==> src/rtl/transform_pkg.sv <==
// Shared types and field layout for the transform sequencer: FSM states,
// line-pointer and character-pair slices, and the parked ROM address.
package transform_pkg;

    typedef enum logic [2:0] {
        S_IDLE,
        S_MAP_A,
        S_MAP_B,
        S_RD_A,
        S_RD_B,
        S_OUT
    } state_t;

    localparam int START_MSB = 11;
    localparam int START_LSB = 6;
    localparam int LEN_MSB   = 5;
    localparam int LEN_LSB   = 0;
    localparam int LHS_MSB   = 15;
    localparam int LHS_LSB   = 8;
    localparam int RHS_MSB   = 7;
    localparam int RHS_LSB   = 0;

    localparam logic [7:0] IDLE_ADDR_DEFAULT = 8'hFF;

    function automatic logic [5:0] ptr_start(input logic [11:0] ptr);
        return ptr[START_MSB:START_LSB];
    endfunction

    function automatic logic [5:0] ptr_len(input logic [11:0] ptr);
        return ptr[LEN_MSB:LEN_LSB];
    endfunction

    function automatic logic [7:0] dat_lhs(input logic [15:0] dat);
        return dat[LHS_MSB:LHS_LSB];
    endfunction

    function automatic logic [7:0] dat_rhs(input logic [15:0] dat);
        return dat[RHS_MSB:RHS_LSB];
    endfunction

endpackage

==> src/rtl/transform_sequencer.sv <==
// Walks one text line: looks up its pointer in the external line mapper,
// then streams each character pair from the external ROM with a handshake.
module transform_sequencer
    import transform_pkg::*;
#(
    parameter logic [7:0] IDLE_ADDR = IDLE_ADDR_DEFAULT
) (
    input  logic        clk,
    input  logic        rst,
    input  logic        req_valid,
    input  logic [5:0]  req_line,
    output logic        req_ready,
    input  logic        abort,
    output logic [5:0]  map_line,
    input  logic [11:0] map_addr,
    output logic [7:0]  mem_addr,
    input  logic [15:0] mem_dout,
    output logic        out_valid,
    input  logic        out_ready,
    output logic [7:0]  out_lhs,
    output logic [7:0]  out_rhs,
    output logic [5:0]  out_idx,
    output logic        out_last,
    output logic        busy,
    output logic        done
);

    state_t      state_q, state_d;
    logic [5:0]  map_line_q, map_line_d;
    logic [7:0]  mem_addr_q, mem_addr_d;
    logic [5:0]  len_q, len_d;
    logic [5:0]  idx_q, idx_d;
    logic        out_valid_q, out_valid_d;
    logic [7:0]  out_lhs_q, out_lhs_d;
    logic [7:0]  out_rhs_q, out_rhs_d;
    logic [5:0]  out_idx_q, out_idx_d;
    logic        out_last_q, out_last_d;
    logic        done_q, done_d;
    // An empty line reports completion one cycle after it returns to IDLE.
    logic        empty_pend_q, empty_pend_d;

    always_comb begin
        state_d      = state_q;
        map_line_d   = map_line_q;
        mem_addr_d   = mem_addr_q;
        len_d        = len_q;
        idx_d        = idx_q;
        out_valid_d  = out_valid_q;
        out_lhs_d    = out_lhs_q;
        out_rhs_d    = out_rhs_q;
        out_idx_d    = out_idx_q;
        out_last_d   = out_last_q;
        done_d       = empty_pend_q;
        empty_pend_d = 1'b0;

        if (abort && (state_q != S_IDLE)) begin
            state_d     = S_IDLE;
            out_valid_d = 1'b0;
            mem_addr_d  = IDLE_ADDR;
        end else begin
            case (state_q)
                S_IDLE: begin
                    if (req_valid && !abort) begin
                        map_line_d = req_line;
                        state_d    = S_MAP_A;
                    end
                end
                S_MAP_A: state_d = S_MAP_B;
                S_MAP_B: begin
                    len_d = ptr_len(map_addr);
                    if (ptr_len(map_addr) == 6'd0) begin
                        state_d      = S_IDLE;
                        empty_pend_d = 1'b1;
                    end else begin
                        mem_addr_d = {2'b00, ptr_start(map_addr)};
                        idx_d      = 6'd0;
                        state_d    = S_RD_A;
                    end
                end
                S_RD_A: state_d = S_RD_B;
                S_RD_B: begin
                    out_lhs_d   = dat_lhs(mem_dout);
                    out_rhs_d   = dat_rhs(mem_dout);
                    out_idx_d   = idx_q;
                    out_last_d  = (idx_q == (len_q - 6'd1));
                    out_valid_d = 1'b1;
                    state_d     = S_OUT;
                end
                S_OUT: begin
                    if (out_ready) begin
                        out_valid_d = 1'b0;
                        if (out_last_q) begin
                            mem_addr_d = IDLE_ADDR;
                            done_d     = 1'b1;
                            state_d    = S_IDLE;
                        end else begin
                            mem_addr_d = mem_addr_q + 8'd1;
                            idx_d      = idx_q + 6'd1;
                            state_d    = S_RD_A;
                        end
                    end
                end
                default: begin
                    state_d     = S_IDLE;
                    out_valid_d = 1'b0;
                    mem_addr_d  = IDLE_ADDR;
                end
            endcase
        end
    end

    always_ff @(posedge clk or posedge rst) begin
        if (rst) begin
            state_q      <= S_IDLE;
            map_line_q   <= 6'd0;
            mem_addr_q   <= IDLE_ADDR;
            len_q        <= 6'd0;
            idx_q        <= 6'd0;
            out_valid_q  <= 1'b0;
            out_lhs_q    <= 8'd0;
            out_rhs_q    <= 8'd0;
            out_idx_q    <= 6'd0;
            out_last_q   <= 1'b0;
            done_q       <= 1'b0;
            empty_pend_q <= 1'b0;
        end else begin
            state_q      <= state_d;
            map_line_q   <= map_line_d;
            mem_addr_q   <= mem_addr_d;
            len_q        <= len_d;
            idx_q        <= idx_d;
            out_valid_q  <= out_valid_d;
            out_lhs_q    <= out_lhs_d;
            out_rhs_q    <= out_rhs_d;
            out_idx_q    <= out_idx_d;
            out_last_q   <= out_last_d;
            done_q       <= done_d;
            empty_pend_q <= empty_pend_d;
        end
    end

    assign req_ready = (state_q == S_IDLE);
    assign busy      = (state_q != S_IDLE);
    assign map_line  = map_line_q;
    assign mem_addr  = mem_addr_q;
    assign out_valid = out_valid_q;
    assign out_lhs   = out_lhs_q;
    assign out_rhs   = out_rhs_q;
    assign out_idx   = out_idx_q;
    assign out_last  = out_last_q;
    assign done      = done_q;

endmodule

==> config.mk <==
export PLATFORM = sky130hd
export DESIGN_NAME = transform_sequencer
export DESIGN_NICKNAME = d
export VERILOG_FILES = /design/src/rtl/transform_pkg.sv /design/src/rtl/transform_sequencer.sv
export SDC_FILE = /design/constraint.sdc
export NUM_CORES = 1
export LEC_CHECK = 0
export CAP_MARGIN = 5
export CORE_MARGIN = 3
export CORE_UTILIZATION = 51
export DETAILED_ROUTE_END_ITERATION = 12
export GPL_TIMING_DRIVEN = 0
export PLACE_DENSITY = 0.85
export SYNTH_ARGS = -nofsm -noshare
export SYNTH_HDL_FRONTEND = slang
export SYNTH_SLANG_ARGS = --single-unit
==> constraint.sdc <==
create_clock -name clk -period 4.4 [get_ports clk]
set_clock_uncertainty 0.2 [all_clocks]
set_input_delay 1.1 -clock clk [delete_from_list [all_inputs] [get_ports clk]]
set_output_delay 1.1 -clock clk [all_outputs]
set_load 0.02 [all_outputs]
==> metrics.txt, run 1 <==
status finished, final reports clean; setup TNS 0 ns; Layout Cells excl Fill between 400 and 500; DRT antenna net count 0; Tcrit/Tclk final around three quarters; CP bufs+invs 2; ys flop type dfrtp_1; commonest non-fill, non-tap cell in the layout clkdlybuf4s50_1; antenna violations before repair 0; GRT Total Usage between 20% and 30%; clk sink count 55; vias 2,264; final-report max-slew violation count 0; part of the power in the clock network about 13%; Via density around 5.6; Worst Path Arrival 1.92 ns; Hold Path Class reg -> reg; htree depth 2; Root Driver clkbuf_8; Die X ~80 um; initial core utilization 53.7%; fin util roughly 73%; PortBufs between 70 and 80; sequential share of the synthesized area between 40% and 50%; most frequent cells in the layout clkdlybuf4s50_1 (79), dfrtp_1 (47), mux2_2 (24), nand2_1 (16), a21oi_1 (13); router iterations before antenna repair 4; Power Dens Cells 547 nW/um^2; placed standard-cell area roughly 3700 sq um; IO Count 80; worst rel slew slack 52.8%; Detailed Place HPWL ~5 mm; slowest CP cell clkdlybuf4s50_1; first-pass GRT wire length approximately 11 mm; Setup violations, final 0; gpl congestion about 0.83; CTS tree done; grt total ovfl 0; flop2flop setup slack about 2.1 ns; Yosys cell types 55; Post-synth EDFFs 0; Die ar. 6360 sq um; placed cells between 300 and 400; row cnt 26; syn_nets approximately 290; register area 1390 sq um; combinational fraction of design power 45.2%; antenna cell count 0; CTS Buffer Depth 2; startpoint type of the worst setup path flop; Static Leak approximately 1.6 nW; Worst Hold Margin 0.272 ns; flops & latches, synth between 50 and 60; CTS buffer count 5; number of nets in the layout 376; clock-pin transition on the worst setup and hold timing paths around 0.090 ns; Post-CTS Setup Bufs 0; Worst Setup Path Type reg -> out; core box area roughly 5200 sq um; hold-fix buffers at CTS 0; Final WS setup ~1.2 ns; Filler cells approximately 360; initial DRC count 141; NetSw 0.769 mW; quantity of gates resized following cts 0; Sequential Power Share slightly above 40%; slew of the pin with the lowest slew margin roughly 0.71 ns; Req. time, crit path 3.10 ns; largest net degree at the start of global routing 44; CP Max Fanout 7; Worst-Skew Late Latency between 0.3 and 0.4 ns; CP cell instances or3_1, inv_1, clkdlybuf4s50_1; Int Power between 1 and 1.5 mW; multi-input combinational cell area between 1000 and 1500 sq um; maximum vdd drop between 0.3 and 0.4 mV; Post-Syn Area about 2800 sq um; Area Overhead vs Synth 35.3%; pre-CTS WS just over 0.9 ns; WL final roughly 6.7 mm; layout cells sized above 1 roughly 15%; Finished Cell Area roughly 3800 sq um; max cap viols 0; CP delay by family, top buffers and inverters; RSZ-0062 raised after global routing no; synthesized netlist cell count around 250; switching share of power around 37%; Yosys Warn Count 0; Mean Syn Cell Area approximately 11 sq um; die height about 80 um; PnR Total Power 2.05 mW; final hold violation count 0; CP max stage delay between 0.6 and 0.7 ns; Period minus WS final 3.22 ns; vias in the first global route 2,340; WL/cell roughly 17 um; DR DRC count 0; Fmax achieved 311 MHz; asr flop ratio synth 100%; Worst Setup End Kind output port
cell type report:
| cell class | instances | area share [%] |
|---|---|---|
| Buffer | 12 | 1.77 |
| Sequential cell | 55 | 36.9 |
| Clock buffer | 8 | 2.13 |
| Inverter | 12 | 1.20 |
| Tap cell | 70 | 2.33 |
| Timing Repair Buffer | 80 | 21.6 |
| Multi-Input combinational cell | 168 | 34.0 |
synth_stat cells (2+ instances only):
cell type   n  area (sq um)
dfrtp_1    47          1180
clkbuf_1    5          18.8
and3_1      2          12.5
o21bai_1    2          15.0
ha_1        3          37.5
a31oi_1     3          18.8
a22o_1      4          35.0
o41ai_1     2          17.5
buf_6       2          22.5
o2bb2ai_1   2          17.5
a221o_1     2          20.0
mux2_1      8          90.1
nor3_1      3          15.0
mux2_2     24           270
nand4_1     3          18.8
nor2_1      7          26.3
nand2_1    16          60.1
and2_1      2          12.5
xnor2_1     4          35.0
o31ai_1     3          22.5
nand3_1    10          50.1
nand2b_1    5          31.3
nand3b_1    4          30.0
buf_2       5          25.0
a21boi_0    2          15.0
or3_1       4          25.0
inv_1      12          45.0
a21oi_1    13          65.1
o22ai_1     2          12.5
a41o_1      2          20.0
dfstp_2     8           210
xor2_1      4          35.0
o2111ai_1   2          17.5
nor4_1      2          12.5
o21ai_0     8          40.0
per-layer routing:
layer / routed length [um] / vias to the layer above / GRT usage (%)
met3: 378 / 10 / 5.64
met2: 3460 / 65 / 38.5
met1: 2790 / 1114 / 27.8
met5: 0 / - / 0
li1: - / 1075 / -
met4: 85 / 0 / 6.08
logic make-up (layout without fill, tap and decap cells):
logic type      count (synthesis)  count (layout)  share of synthesized area [%]
flops                          55              55                           50.0
compound gates                 57              57                           14.8
simple gates                   67              67                           14.0
mux                            33              33                           13.3
fa+ha+maj                       3               3                           1.35
xor+xnor                        8               8                           2.52
buf+inv                        24             112                           4.01
power groups by stage:
stage	combinational, mW	clock (mW)	sequential, mW
2_1_floorplan	0.383	0	0.980
3_3_place_gp	0.895	0	0.840
3_5_place_dp	0.921	0	0.857
4_1_cts	0.934	0.279	0.849
5_1_grt	1.00	0.304	0.874
6_report	0.927	0.274	0.850
final timing paths:
path	startpoint	end	cells after the start
setup / recovery	state_q[1]	req_ready	3
hold / removal	empty_pend_q	done	1
setup reg to reg	state_q[2]	idx_q[4]	6
hold reg to reg	empty_pend_q	done	1
max in group asynchronous	rst	mem_addr[4]	3
min in group asynchronous	rst	out_rhs[3]	2
registers in the layout, indices dropped and copies added, names as in the netlist:
| register | count |
|---|---|
| state_q | 3 |
| map_line | 6 |
| out_rhs | 8 |
| empty_pend_q | 1 |
| idx_q | 6 |
| done | 1 |
| out_idx | 6 |
| out_valid | 1 |
| out_lhs | 8 |
| out_last | 1 |
| mem_addr | 8 |
| len_q | 6 |
Note: power is estimated with default switching activity, not from simulation.
==> run 2: changes to the inputs <==
--- a/config.mk
+++ b/config.mk
@@ -7,10 +7,10 @@
 export LEC_CHECK = 0
 export CAP_MARGIN = 5
 export CORE_MARGIN = 3
-export CORE_UTILIZATION = 51
+export CORE_UTILIZATION = 43
 export DETAILED_ROUTE_END_ITERATION = 12
 export GPL_TIMING_DRIVEN = 0
-export PLACE_DENSITY = 0.85
+export PLACE_DENSITY = 0.76
 export SYNTH_ARGS = -nofsm -noshare
 export SYNTH_HDL_FRONTEND = slang
 export SYNTH_SLANG_ARGS = --single-unit
==> constraint.sdc (replaced) <==
create_clock -name clk -period 2.9 [get_ports clk]
set_clock_uncertainty 0.2 [all_clocks]
set_input_delay 0.725 -clock clk [delete_from_list [all_inputs] [get_ports clk]]
set_output_delay 0.725 -clock clk [all_outputs]
set_load 0.02 [all_outputs]
==> run 2 against run 1 <==
Net effect:
- routed wire length down 2.9%
- worst hold slack better by 0.017 ns
- clock-buffer cell count down 2
- non-clock buffer count unchanged
- largest power group unchanged
==> metrics.txt, run 2 (synthesized netlist as in run 1, its figures left out) <==
Area Overhead vs Synth 36.8%; first-pass GRT wire length 11.3 mm (+1.3%); initial DRC count 122 (-13%); router iterations before antenna repair 4 (unchanged); maximum vdd drop 0.454 mV (+28%); final hold violation count 0 (unchanged); core box area 6100 sq um (+18%); DR DRC count 0 (unchanged); Period minus WS final between 2 and 3 ns; WL/cell 15.9 um (-4.1%); Via density 5.54 (-0.96%); clk sink count 55 (unchanged); RSZ-0062 raised after global routing no; layout cells sized above 1 16.1% (+0.90 points); Post-CTS Setup Bufs 0 (unchanged); Req. time, crit path 1.98 ns (-1.12 ns); Power Dens Cells 845 nW/um^2 (+55%); GRT Total Usage 18.7% (-3.6 points); max cap viols 0 (unchanged); HP Start empty_pend_q; CTS Buffer Depth 2 (unchanged); status finished, final reports clean; CP cell instances or3_1, inv_1, clkdlybuf4s50_1; Worst Setup End Kind output port; quantity of gates resized following cts 0 (unchanged); CTS buffer count 5 (unchanged); final-report max-slew violation count 0 (unchanged); gpl congestion 0.801 (-3.9%); number of nets in the layout 376 (unchanged); placed standard-cell area 3680 sq um (+0.17%); DRT antenna net count 0 (unchanged); most frequent cells in the layout clkdlybuf4s50_1 (79), dfrtp_1 (47), mux2_2 (24), nand2_1 (16), a21oi_1 (13); commonest non-fill, non-tap cell in the layout clkdlybuf4s50_1; worst rel slew slack 53.5% (+0.64 points); CTS tree done; grt total ovfl 0 (unchanged); IO Count 80 (unchanged); Detailed Place HPWL 4.88 mm (-0.15%); vias in the first global route 2,437 (+4.1%); CP max stage delay 0.62 ns (about the same); largest net degree at the start of global routing 35 (-20%); startpoint type of the worst setup path flop; antenna cell count 0 (unchanged); vias 2,270 (+0.27%); CP Max Fanout 7 (unchanged); fin util 62.3% (-10 points); Hold Path Class reg -> reg; Root Driver clkbuf_8; hold-fix buffers at CTS 0 (unchanged); Fmax achieved between 300 and 400 MHz; die height 86.3 um (+8.2%); Tcrit/Tclk final a little over nine tenths; Finished Cell Area 3800 sq um (+1.2%); Setup violations, final 0 (unchanged); Worst Setup Path Type reg -> out; Worst-Skew Late Latency 0.31 ns (about the same); initial core utilization 45.5% (-8.1 points); Crit. Startpoint state_q[1]; htree depth 2 (unchanged); row cnt 28 (+7.7%); Die X 86.3 um (+8.2%); clock-pin transition on the worst setup and hold timing paths 0.10 ns (about the same); slew of the pin with the lowest slew margin 0.696 ns (-0.00963 ns); WL final 6.51 mm (-2.9%); Worst Path Arrival 1.92 ns (about the same); FF-to-FF Start state_q[2]; slowest CP cell clkdlybuf4s50_1; PortBufs 79 (unchanged); Die ar. 7450 sq um (+17%); Filler cells 530 (+48%); antenna violations before repair 0 (unchanged); Static Leak 1.59 nW (+1.4%)
## run 2: cell count changes in the layout (fill, tap and decap cells not counted)
cell | before | now
clkbuf_8 | 5 | 6
clkinv_2 | 0 | 1
bufinv_16 | 0 | 1
clkbuf_1 | 8 | 5
## run 2: final cells by class
cell class | instances | area, sq um | area share, %
Buffer | 12 | 66.3 | 1.75
Tap cell | 75 | 93.8 | 2.47
Sequential cell | 55 | 1390 | 36.5
Timing Repair Buffer | 80 | 811 | 21.4
Clock buffer | 6 | 82.6 | 2.17
Inverter | 12 | 45.0 | 1.19
Clock inverter | 2 | 35.0 | 0.923
Multi-Input combinational cell | 168 | 1280 | 33.6
## run 2: per-layer routing
layer	vias to the layer above	GRT usage (%)	wire (um)	share of wire (%)
li1	1079	-	-	-
met1	1102	24.2	2770	43
met2	79	30.3	3150	48
met3	10	6.37	517	7.9
met4	0	4.11	71	1.1
met5	-	0	0	0
## run 2: worst paths after layout
| path | endpoint | slack, ns | depth (start not counted) |
|---|---|---|---|
| worst max-delay path | req_ready | 0.05 | 3 |
| worst min-delay path | done | 0.29 | 1 |
| worst max register to register | idx_q[4] | 0.64 | 6 |
| worst min register to register | done | 0.29 | 1 |
| max in group asynchronous | mem_addr[5] | 1.34 | 3 |
| min in group asynchronous | out_rhs[1] | 0.55 | 2 |
## run 2: critical path: cells and delay by family, from the launching register on
kind | cells | cell delay, ns
AND/OR/NAND/NOR | 1 | 0.45
buffers and inverters | 2 | 0.72
flip-flops | 1 | 0.45
## run 2: per-stage QoR
step / TNS [ns] / setup slack, ns / hold WS, ns / power, mW / instances
3_3_place_gp: -22.90 / -0.403 / 0.253 / 2.64 / 401
5_1_grt: 0 / 0.00823 / 0.309 / 3.41 / 410
6_report: 0 / 0.0535 / 0.289 / 3.21 / 410
2_1_floorplan: 0 / 0.645 / 0.213 / 2.07 / 247
4_1_cts: 0 / 0.0608 / 0.294 / 3.24 / 410
3_5_place_dp: -3.79 / -0.207 / 0.267 / 2.69 / 402
## run 2: power by group
group | switching [mW] | internal, mW | leakage [nW] | total [mW]
registers | 0.231 | 1.05 | 0.675 | 1.28
clock network | 0.256 | 0.280 | 0.0612 | 0.536
logic | 0.669 | 0.726 | 0.851 | 1.40
